[config.mk]
export PLATFORM = sky130hd
export DESIGN_NAME = vumult_ctl
export DESIGN_NICKNAME = d
export VERILOG_FILES = /design/src/rtl/vu_mult_pkg.sv /design/src/rtl/vumult_ctl_dec.sv /design/src/rtl/vumult_ctl.sv
export SDC_FILE = /design/constraint.sdc
export NUM_CORES = 1
export LEC_CHECK = 0
export ABC_AREA = 0
export BUFFER_PORTS_ARGS = -buffer_cell sky130_fd_sc_hd__buf_2
export CORE_UTILIZATION = 50
export DETAILED_ROUTE_END_ITERATION = 7
export PLACE_DENSITY = 0.73
export SLEW_MARGIN = 0
export SYNTH_ARGS = -nofsm -noshare
export SYNTH_HDL_FRONTEND = slang
export SYNTH_SLANG_ARGS = --single-unit
[constraint.sdc]
create_clock -name clk -period 4.2 [get_ports clk]
set_clock_uncertainty 0.2 [all_clocks]
set_input_delay 0.63 -clock clk [delete_from_list [all_inputs] [get_ports clk]]
set_output_delay 0.63 -clock clk [all_outputs]
set_load 0.05 [all_outputs]
[src/rtl/vu_mult_pkg.sv]
// vu_mult_pkg: opcode, FSM state and stage-control types shared by the VU multiplier controller.
// Stage structs carry destination tags of up to VD_W bits.
`default_nettype none

package vu_mult_pkg;

  localparam int         VD_W    = 5;
  localparam logic [3:0] MULD_OP = 4'd6;
  localparam int         ACC_BIT = 3;

  typedef enum logic [3:0] {
    OP_MULF = 4'd0,
    OP_MULU = 4'd1,
    OP_MUDL = 4'd2,
    OP_MUDM = 4'd3,
    OP_MUDN = 4'd4,
    OP_MUDH = 4'd5,
    OP_MULD = 4'd6
  } op_e;

  typedef enum logic {
    ST_IDLE  = 1'b0,
    ST_PASS2 = 1'b1
  } state_e;

  // wb marks the pass that delivers a result; MULD pass 1 clears it.
  typedef struct packed {
    logic            sgn;
    logic            unsgn;
    logic            mplr_sgn;
    logic            acc_add;
    logic            shift16;
    logic            rnd;
    logic            illegal;
    logic            wb;
    logic [VD_W-1:0] vd;
  } stage_ctl_t;

  typedef struct packed {
    logic            acc_add;
    logic            shift16;
    logic            rnd;
    logic            illegal;
    logic            wb;
    logic [VD_W-1:0] vd;
  } acc_ctl_t;

  localparam int CTL_W = $bits(stage_ctl_t);

  // Signedness controls are consumed in M1; only accumulator controls travel on.
  function automatic acc_ctl_t to_acc(input stage_ctl_t s);
    acc_ctl_t a;
    a.acc_add = s.acc_add;
    a.shift16 = s.shift16;
    a.rnd     = s.rnd;
    a.illegal = s.illegal;
    a.wb      = s.wb;
    a.vd      = s.vd;
    return a;
  endfunction

endpackage

`default_nettype wire

[src/rtl/vumult_ctl_dec.sv]
// vumult_ctl_dec: combinational opcode -> stage-control decode; pass2_i selects MULD pass 2.
// VUMULT_CTL_RND_EN enables the rounding-constant injection for MULF/MULU and their MAC forms.
`default_nettype none

module vumult_ctl_dec
  import vu_mult_pkg::*;
(
  input  logic [3:0]       op_code_i,
  input  logic [VD_W-1:0]  vd_i,
  input  logic             pass2_i,
  output logic [CTL_W-1:0] ctl_o
);

  stage_ctl_t ctl;
  logic [3:0] base;
  logic       illegal;

  assign base    = {1'b0, op_code_i[2:0]};
  assign illegal = (op_code_i[2:0] == 3'd7) || (op_code_i == {1'b1, MULD_OP[2:0]});

  always_comb begin
    ctl         = '0;
    ctl.vd      = vd_i;
    ctl.illegal = illegal;
    if (!illegal) begin
      ctl.acc_add = op_code_i[ACC_BIT];
      ctl.wb      = 1'b1;
      case (base)
        OP_MULF: begin
          ctl.sgn      = 1'b1;
          ctl.mplr_sgn = 1'b1;
          ctl.rnd      = 1'b1;
        end
        OP_MULU: ctl.rnd = 1'b1;
        OP_MUDM: ctl.sgn = 1'b1;
        OP_MUDN: ctl.mplr_sgn = 1'b1;
        OP_MUDH: begin
          ctl.sgn      = 1'b1;
          ctl.mplr_sgn = 1'b1;
        end
        // Pass 1: low u x u half; pass 2: signed upper half added in at <<16.
        OP_MULD: begin
          ctl.sgn     = pass2_i;
          ctl.acc_add = pass2_i;
          ctl.shift16 = pass2_i;
          ctl.wb      = pass2_i;
        end
        default: ;
      endcase
    end
`ifndef VUMULT_CTL_RND_EN
    ctl.rnd = 1'b0;
`endif
    ctl.unsgn = !ctl.sgn;
  end

  assign ctl_o = ctl;

endmodule

`default_nettype wire

[src/rtl/vumult_ctl.sv]
// vumult_ctl: issue/pipeline controller for the VU 16x16 multiplier (M1, M2, M3) with MULD sequencing.
// Optional VUMULT_CTL_RND_EN (decoded in vumult_ctl_dec) enables rnd_inj.
`default_nettype none

module vumult_ctl
  import vu_mult_pkg::*;
#(
  parameter int TAGW = VD_W
) (
  input  logic            clk,
  input  logic            reset,
  input  logic            op_valid,
  output logic            op_ready,
  input  logic [3:0]      op_code,
  input  logic [TAGW-1:0] op_vd,
  input  logic            stall,
  input  logic            flush,
  output logic            m1_sgnmlpcnd,
  output logic            m1_unsgnmlpcnd,
  output logic            m1_mplr_sgn,
  output logic            m1_mpldinvmu,
  output logic            m2_valid,
  output logic            acc_we,
  output logic            acc_add,
  output logic            acc_shift16,
  output logic            rnd_inj,
  output logic            wb_valid,
  output logic [TAGW-1:0] wb_vd,
  output logic            err,
  output logic            busy
);

  state_e          state_q, state_d;
  logic            m1_v_q, m1_v_d, m2_v_q, m2_v_d, m3_v_q, m3_v_d;
  stage_ctl_t      m1_q, m1_d;
  acc_ctl_t        m2_q, m2_d, m3_q, m3_d;
  logic [VD_W-1:0] tag_q, tag_d;

  logic [CTL_W-1:0] dec_ctl;
  stage_ctl_t       dec_s;
  logic             accept, pass2, gate;

  assign pass2    = (state_q == ST_PASS2);
  assign op_ready = !reset && !stall && !flush && (state_q == ST_IDLE);
  assign accept   = op_valid && op_ready;
  assign gate     = !stall && !flush;

  // In PASS2 the decoder replays the held MULD tag instead of the decode-stage input.
  vumult_ctl_dec u_dec (
    .op_code_i (pass2 ? MULD_OP : op_code),
    .vd_i      (pass2 ? tag_q : VD_W'(op_vd)),
    .pass2_i   (pass2),
    .ctl_o     (dec_ctl)
  );
  assign dec_s = dec_ctl;

  always_comb begin
    state_d = state_q;
    m1_v_d  = m1_v_q;
    m2_v_d  = m2_v_q;
    m3_v_d  = m3_v_q;
    m1_d    = m1_q;
    m2_d    = m2_q;
    m3_d    = m3_q;
    tag_d   = tag_q;
    if (flush) begin
      m1_v_d  = 1'b0;
      m2_v_d  = 1'b0;
      m3_v_d  = 1'b0;
      state_d = ST_IDLE;
    end else if (!stall) begin
      m1_v_d = accept || pass2;
      m1_d   = dec_s;
      m2_v_d = m1_v_q;
      m2_d   = to_acc(m1_q);
      m3_v_d = m2_v_q;
      m3_d   = m2_q;
      if (accept) tag_d = VD_W'(op_vd);
      case (state_q)
        ST_IDLE:  if (accept && (op_code == MULD_OP)) state_d = ST_PASS2;
        ST_PASS2: state_d = ST_IDLE;
        default:  state_d = ST_IDLE;
      endcase
    end
  end

  always_ff @(posedge clk or posedge reset) begin
    if (reset) begin
      state_q <= ST_IDLE;
      m1_v_q  <= 1'b0;
      m2_v_q  <= 1'b0;
      m3_v_q  <= 1'b0;
      m1_q    <= '0;
      m2_q    <= '0;
      m3_q    <= '0;
      tag_q   <= '0;
    end else begin
      state_q <= state_d;
      m1_v_q  <= m1_v_d;
      m2_v_q  <= m2_v_d;
      m3_v_q  <= m3_v_d;
      m1_q    <= m1_d;
      m2_q    <= m2_d;
      m3_q    <= m3_d;
      tag_q   <= tag_d;
    end
  end

  assign m1_sgnmlpcnd   = m1_v_q && m1_q.sgn;
  assign m1_unsgnmlpcnd = m1_v_q && m1_q.unsgn;
  assign m1_mplr_sgn    = m1_v_q && m1_q.mplr_sgn;
  assign m1_mpldinvmu   = m1_v_q && !m1_q.mplr_sgn;
  assign m2_valid       = m2_v_q;

  // Side-effecting strobes are suppressed while the pipe is frozen or being killed.
  assign acc_we      = m3_v_q && !m3_q.illegal && gate;
  assign wb_valid    = m3_v_q && m3_q.wb && !m3_q.illegal && gate;
  assign err         = m3_v_q && m3_q.illegal && gate;
  assign acc_add     = m3_v_q && m3_q.acc_add;
  assign acc_shift16 = m3_v_q && m3_q.shift16;
  assign rnd_inj     = m3_v_q && m3_q.rnd;
  assign wb_vd       = TAGW'(m3_q.vd);
  assign busy        = m1_v_q || m2_v_q || m3_v_q || (state_q != ST_IDLE);

endmodule

`default_nettype wire

# Word-level counts from Yosys, hierarchy flattened
# Index checks and enable logic that the tools add are counted.
# Widths: inputs -> output; s select.
# op_classes
eq_ne,9
mux,20
n_bitwise,3
n_reduce_logical,36
# ops
op,n
$logic_and 1x1->1,19
$mux 1,14
$eq 3x3->1 const B,4
$mux 4,2
$logic_not 1->1,6
$reduce_or 3->1,2
$logic_or 1x1->1,5
$mux 5,1
$eq 4x3->1 const B,1
$eq 4x4->1 const B,1
$logic_not 4->1,1
$pmux 1 s2,2
$eq 3x1->1 const B,1
$eq 3x2->1 const B,1
$not 1->1,3
$reduce_and 3->1,1
$mux 2,1
$ne 2x1->1 const B,1
$reduce_and 2->1,1
$reduce_or 2->1,1
# totals
ff_bits,39
in_bits,14
output_inout_bits,18
wordCells,91

# Depth between registers and ports, before layout
# depth
depth_word,10
mapped_depth,7
depth_no_buf,3

# Modules after synthesis
# Synthesis repeated with hierarchy kept, for this count alone.
# hier_totals
cells_unflattened,147
area_unflattened_um2,2003.2
# modules_own_cells
mod,instances,cells_per_inst,area_each_um2,seq_area_each_um2
vumult_ctl,1,124,1846.8,1051.0
vumult_ctl_dec,1,23,156.4,0.0

# Worst setup path after synthesis
# No wires, ideal clock.
# synth_path
path_kind,input port to output port
startpoint,in stall
endpoint,out op_ready
t_arrival_ps,2337
t_required_ps,3370
slack_ps,1033
path_stages,5
n_path_buf,3
cell_sequence,buf_6 or2_1 buf_2 clkbuf_1 nor3_1
# synth_via
elab_chain_cells,4
# synth_rtl
item,line_no,text
"start, declared",vumult_ctl.sv:16,"input logic stall,"
$logic_not 1->1,--,
$logic_and 1x1->1 (3 in series),vumult_ctl.sv:44,assign op_ready = !reset && !stall && !flush && (state_q == ST_IDLE);
"end, declared",vumult_ctl.sv:13,"output logic op_ready,"
# Every way passes these cells.

# Final worst setup path
# layout_path
startpoint,reg state_q (netlist: pass2)
endpoint,out busy
# layout_via
elab_chain_cells,1
# layout_rtl
item,line_no,text
"start, declared",vumult_ctl.sv:33,"state_e state_q, state_d;"
"start signal, assigned",vumult_ctl.sv:98,state_q <= state_d;
$logic_or 1x1->1,vumult_ctl.sv:123,assign busy = m1_v_q || m2_v_q || m3_v_q || (state_q != ST_IDLE);
"end, declared",vumult_ctl.sv:30,output logic busy
# Every way passes these cells.

==> run summary <==
Status = complete, no violations
Top cell type's share of synthesized area = 0.569
Peak supply drop = 0.256 mV
Synth Area in Compound Gates = 0.0576
Postcts setup bufs = 0
Post-synth EDFFs = 0
Total global routing overflow = 0
Maxcap violations = 0
Die Ht = 60.6 um
Library cells used by synthesis = 29
Hold/Removal Path Class = input pin to async pin
Worst slew margin = 0.569
Min cycle time layout = 2.64 ns
Synth async-reset ratio = 1.00
Post-route setup TNS = 0 ns
Fin nets = 217
Total track usage = 0.186
Cells along the critical path = or4_1 -> buf_2
CP Capture Type = primary output
Post-cts sizing count = 0
Worst-Skew Late Latency = 0.35 ns
R2R setup slack = 2.46 ns
Die area = 0.00367 mm2
Adder-cell share of the synthesized area = 0
Clock H-tree levels = 2
Worst Tran Pin Value = 0.646 ns
Ratio of cells with drive above 1 in the final layout = 0.235
Max incr delay on CP = 0.63 ns
Dominant synthesized flop cell = dfrtp_1
Cts bufs inserted = 5
CP startpoint kind = flip-flop
Routed WL = 2.84 mm
Finish-stage setup viols = 0
CTS tree = done
Fraction of the mapped netlist area in simple logic gates = 0.230
Final Cycle Share = 0.627
Net Count, Synth = 193
Hold_buf cts = 0
Multiplexer area fraction after synthesis = 0.0736
Reg clk slew, reported paths = 0.13 ns
Arr. time, crit path = 1.81 ns
Starting Density = 0.544
Fin. max-slew vios = 0
Antenna cells = 0
Worst Path Max Fanout = 15
Synthesized area = 0.00172 mm2
Data required, critical path = 3.37 ns
Pleak = 1.03 nW
Final Util = 0.612
First drt pass iteration count = 4
RD Place Congestion = 0.713
Initial drt markers = 65
R2R Path End = tag_q[1]
Synth top area cells = dfrtp_1, nand2_1, mux2i_1, mux2_2, buf_4
Drt wl/cell = 11.5 um
Worst Setup SP = pass2
Vias in the first global route = 1154
Area leader, netlist = dfrtp_1
Sequential area share after synthesis = 0.569
Power Dens Cells = 440 mW/mm2
DRT antenna net count = 0
Mapped Cells = 179
Final Hold Viols = 0
Post-synthesis xor/xnor area fraction = 0.00510
Reg2Reg Depth = 2
CTS Root Buffer Type = clkbuf_4
Cell area after layout = 0.00193 mm2
Initial antenna violation count = 0
Largest net degree at the start of global routing = 42
IO Pins = 32
Area delta synth->final = 12.4%
Vias = 1212
First-pass GRT wire length = 4.92 mm
Worst R2R Start = pass2
Fmax = 0.379 GHz
Flip-flop and latch count after synthesis = 39
Avg Cell Area, Syn = 9.59 um2
Row cnt = 20
RSZ-0062 raised after global routing = no
Commonest non-fill, non-tap cell in the layout = nand2_1
Hpwl dp = 1.98 mm
Core ar. = 0.00315 mm2
Synth warn = 0
Drt via density = 4.89
Crit-path slowest cell = dfrtp_1
Die W = 60.6 um
Placed cell areas = 0.00185 mm2
Port Buf Inserts = 30
Largest family of logic cells by synthesized area = simple AND/OR/NAND/NOR gates
Clock tree buffer depth = 2
DRC viols = 0
CP Class = flip-flop to primary output
Highest-count cells in the layout ignoring fill and taps = nand2_1, dfrtp_1, buf_2
Count of clock tree sinks = 39
[critical path: cells and delay by family, from the launching register on]
family / cells / cell delay, ns
buf+inv: 1 / 0.23
flops: 1 / 0.63
simple gates: 1 / 0.60
[metrics by stage]
stage	worst slack [ns]	power (W)	hold WS, ns	instances
floorplan	1.03	0.000582	0.238	179
global placement	1.69	0.000602	0.249	240
detailed placement	1.67	0.000610	0.248	240
CTS	1.54	0.000862	0.189	248
global route	1.48	0.000897	0.218	248
finish	1.56	0.000850	0.183	248
[cell type report]
| type | instances | area, um2 |
|---|---|---|
| clock buffer | 5 | 37.5 |
| clock inverter | 3 | 43.8 |
| timing repair buffer | 33 | 173 |
| fill | 288 | 1220 |
| multi-input combinational | 121 | 633 |
| tap | 44 | 55.1 |
| inverter | 3 | 11.3 |
| sequential | 39 | 976 |
[cell families (layout without fill, tap and decap cells)]
| group | Yosys count | after routing |
|---|---|---|
| DFF | 39 | 39 |
| xor gates and xnor gates | 1 | 1 |
| buffers and inverters | 19 | 44 |
| AOI/OAI and AO/OA | 14 | 14 |
| muxes | 12 | 12 |
| and+or+nand+nor | 93 | 93 |
| other | 1 | 1 |
[worst max-delay path by stage]
stage	endpoint	slack [ns]	cells past startpoint
after global routing	busy	1.48	2
after global placement	op_ready	1.69	5
final	busy	1.56	2
after floorplan	op_ready	1.03	5
after CTS	busy	1.54	2
after detailed placement	op_ready	1.67	5
[layer usage]
layer | vias to the layer above | share of wire | global-route usage
li1 | 620 | - | -
met1 | 561 | 0.49 | 0.223
met2 | 25 | 0.45 | 0.312
met3 | 6 | 0.042 | 0.0640
met4 | 0 | 0.017 | 0.0682
met5 | - | 0 | 0
[state kept, by name (all words and copies together) (netlist names)]
register / cells
m1_q: 12
m2_q: 9
tag_q: 5
wb_vd: 5
m3_q: 4
m1_v_q: 1
m2_valid: 1
m3_v_q: 1
pass2: 1
[Yosys cell counts (3+ instances only)]
library cell and count:
nand2_1 67, dfrtp_1 39, nor2_1 11, mux2i_1 7
o21ai_0 7, buf_4 6, and2_1 5, buf_2 5
mux2_2 5, clkbuf_1 4, inv_1 3, nor3_1 3
[where the power goes]
part           leakage, nW  switching (W)  internal, W  total [W]
Clock               0.0452       0.000125     0.000125   0.000250
Combinational        0.485       0.000100    0.0000465   0.000147
Sequential           0.500      0.0000270     0.000426   0.000453
Total                 1.03       0.000252     0.000598   0.000850
Power figures use the tool's default switching activity.
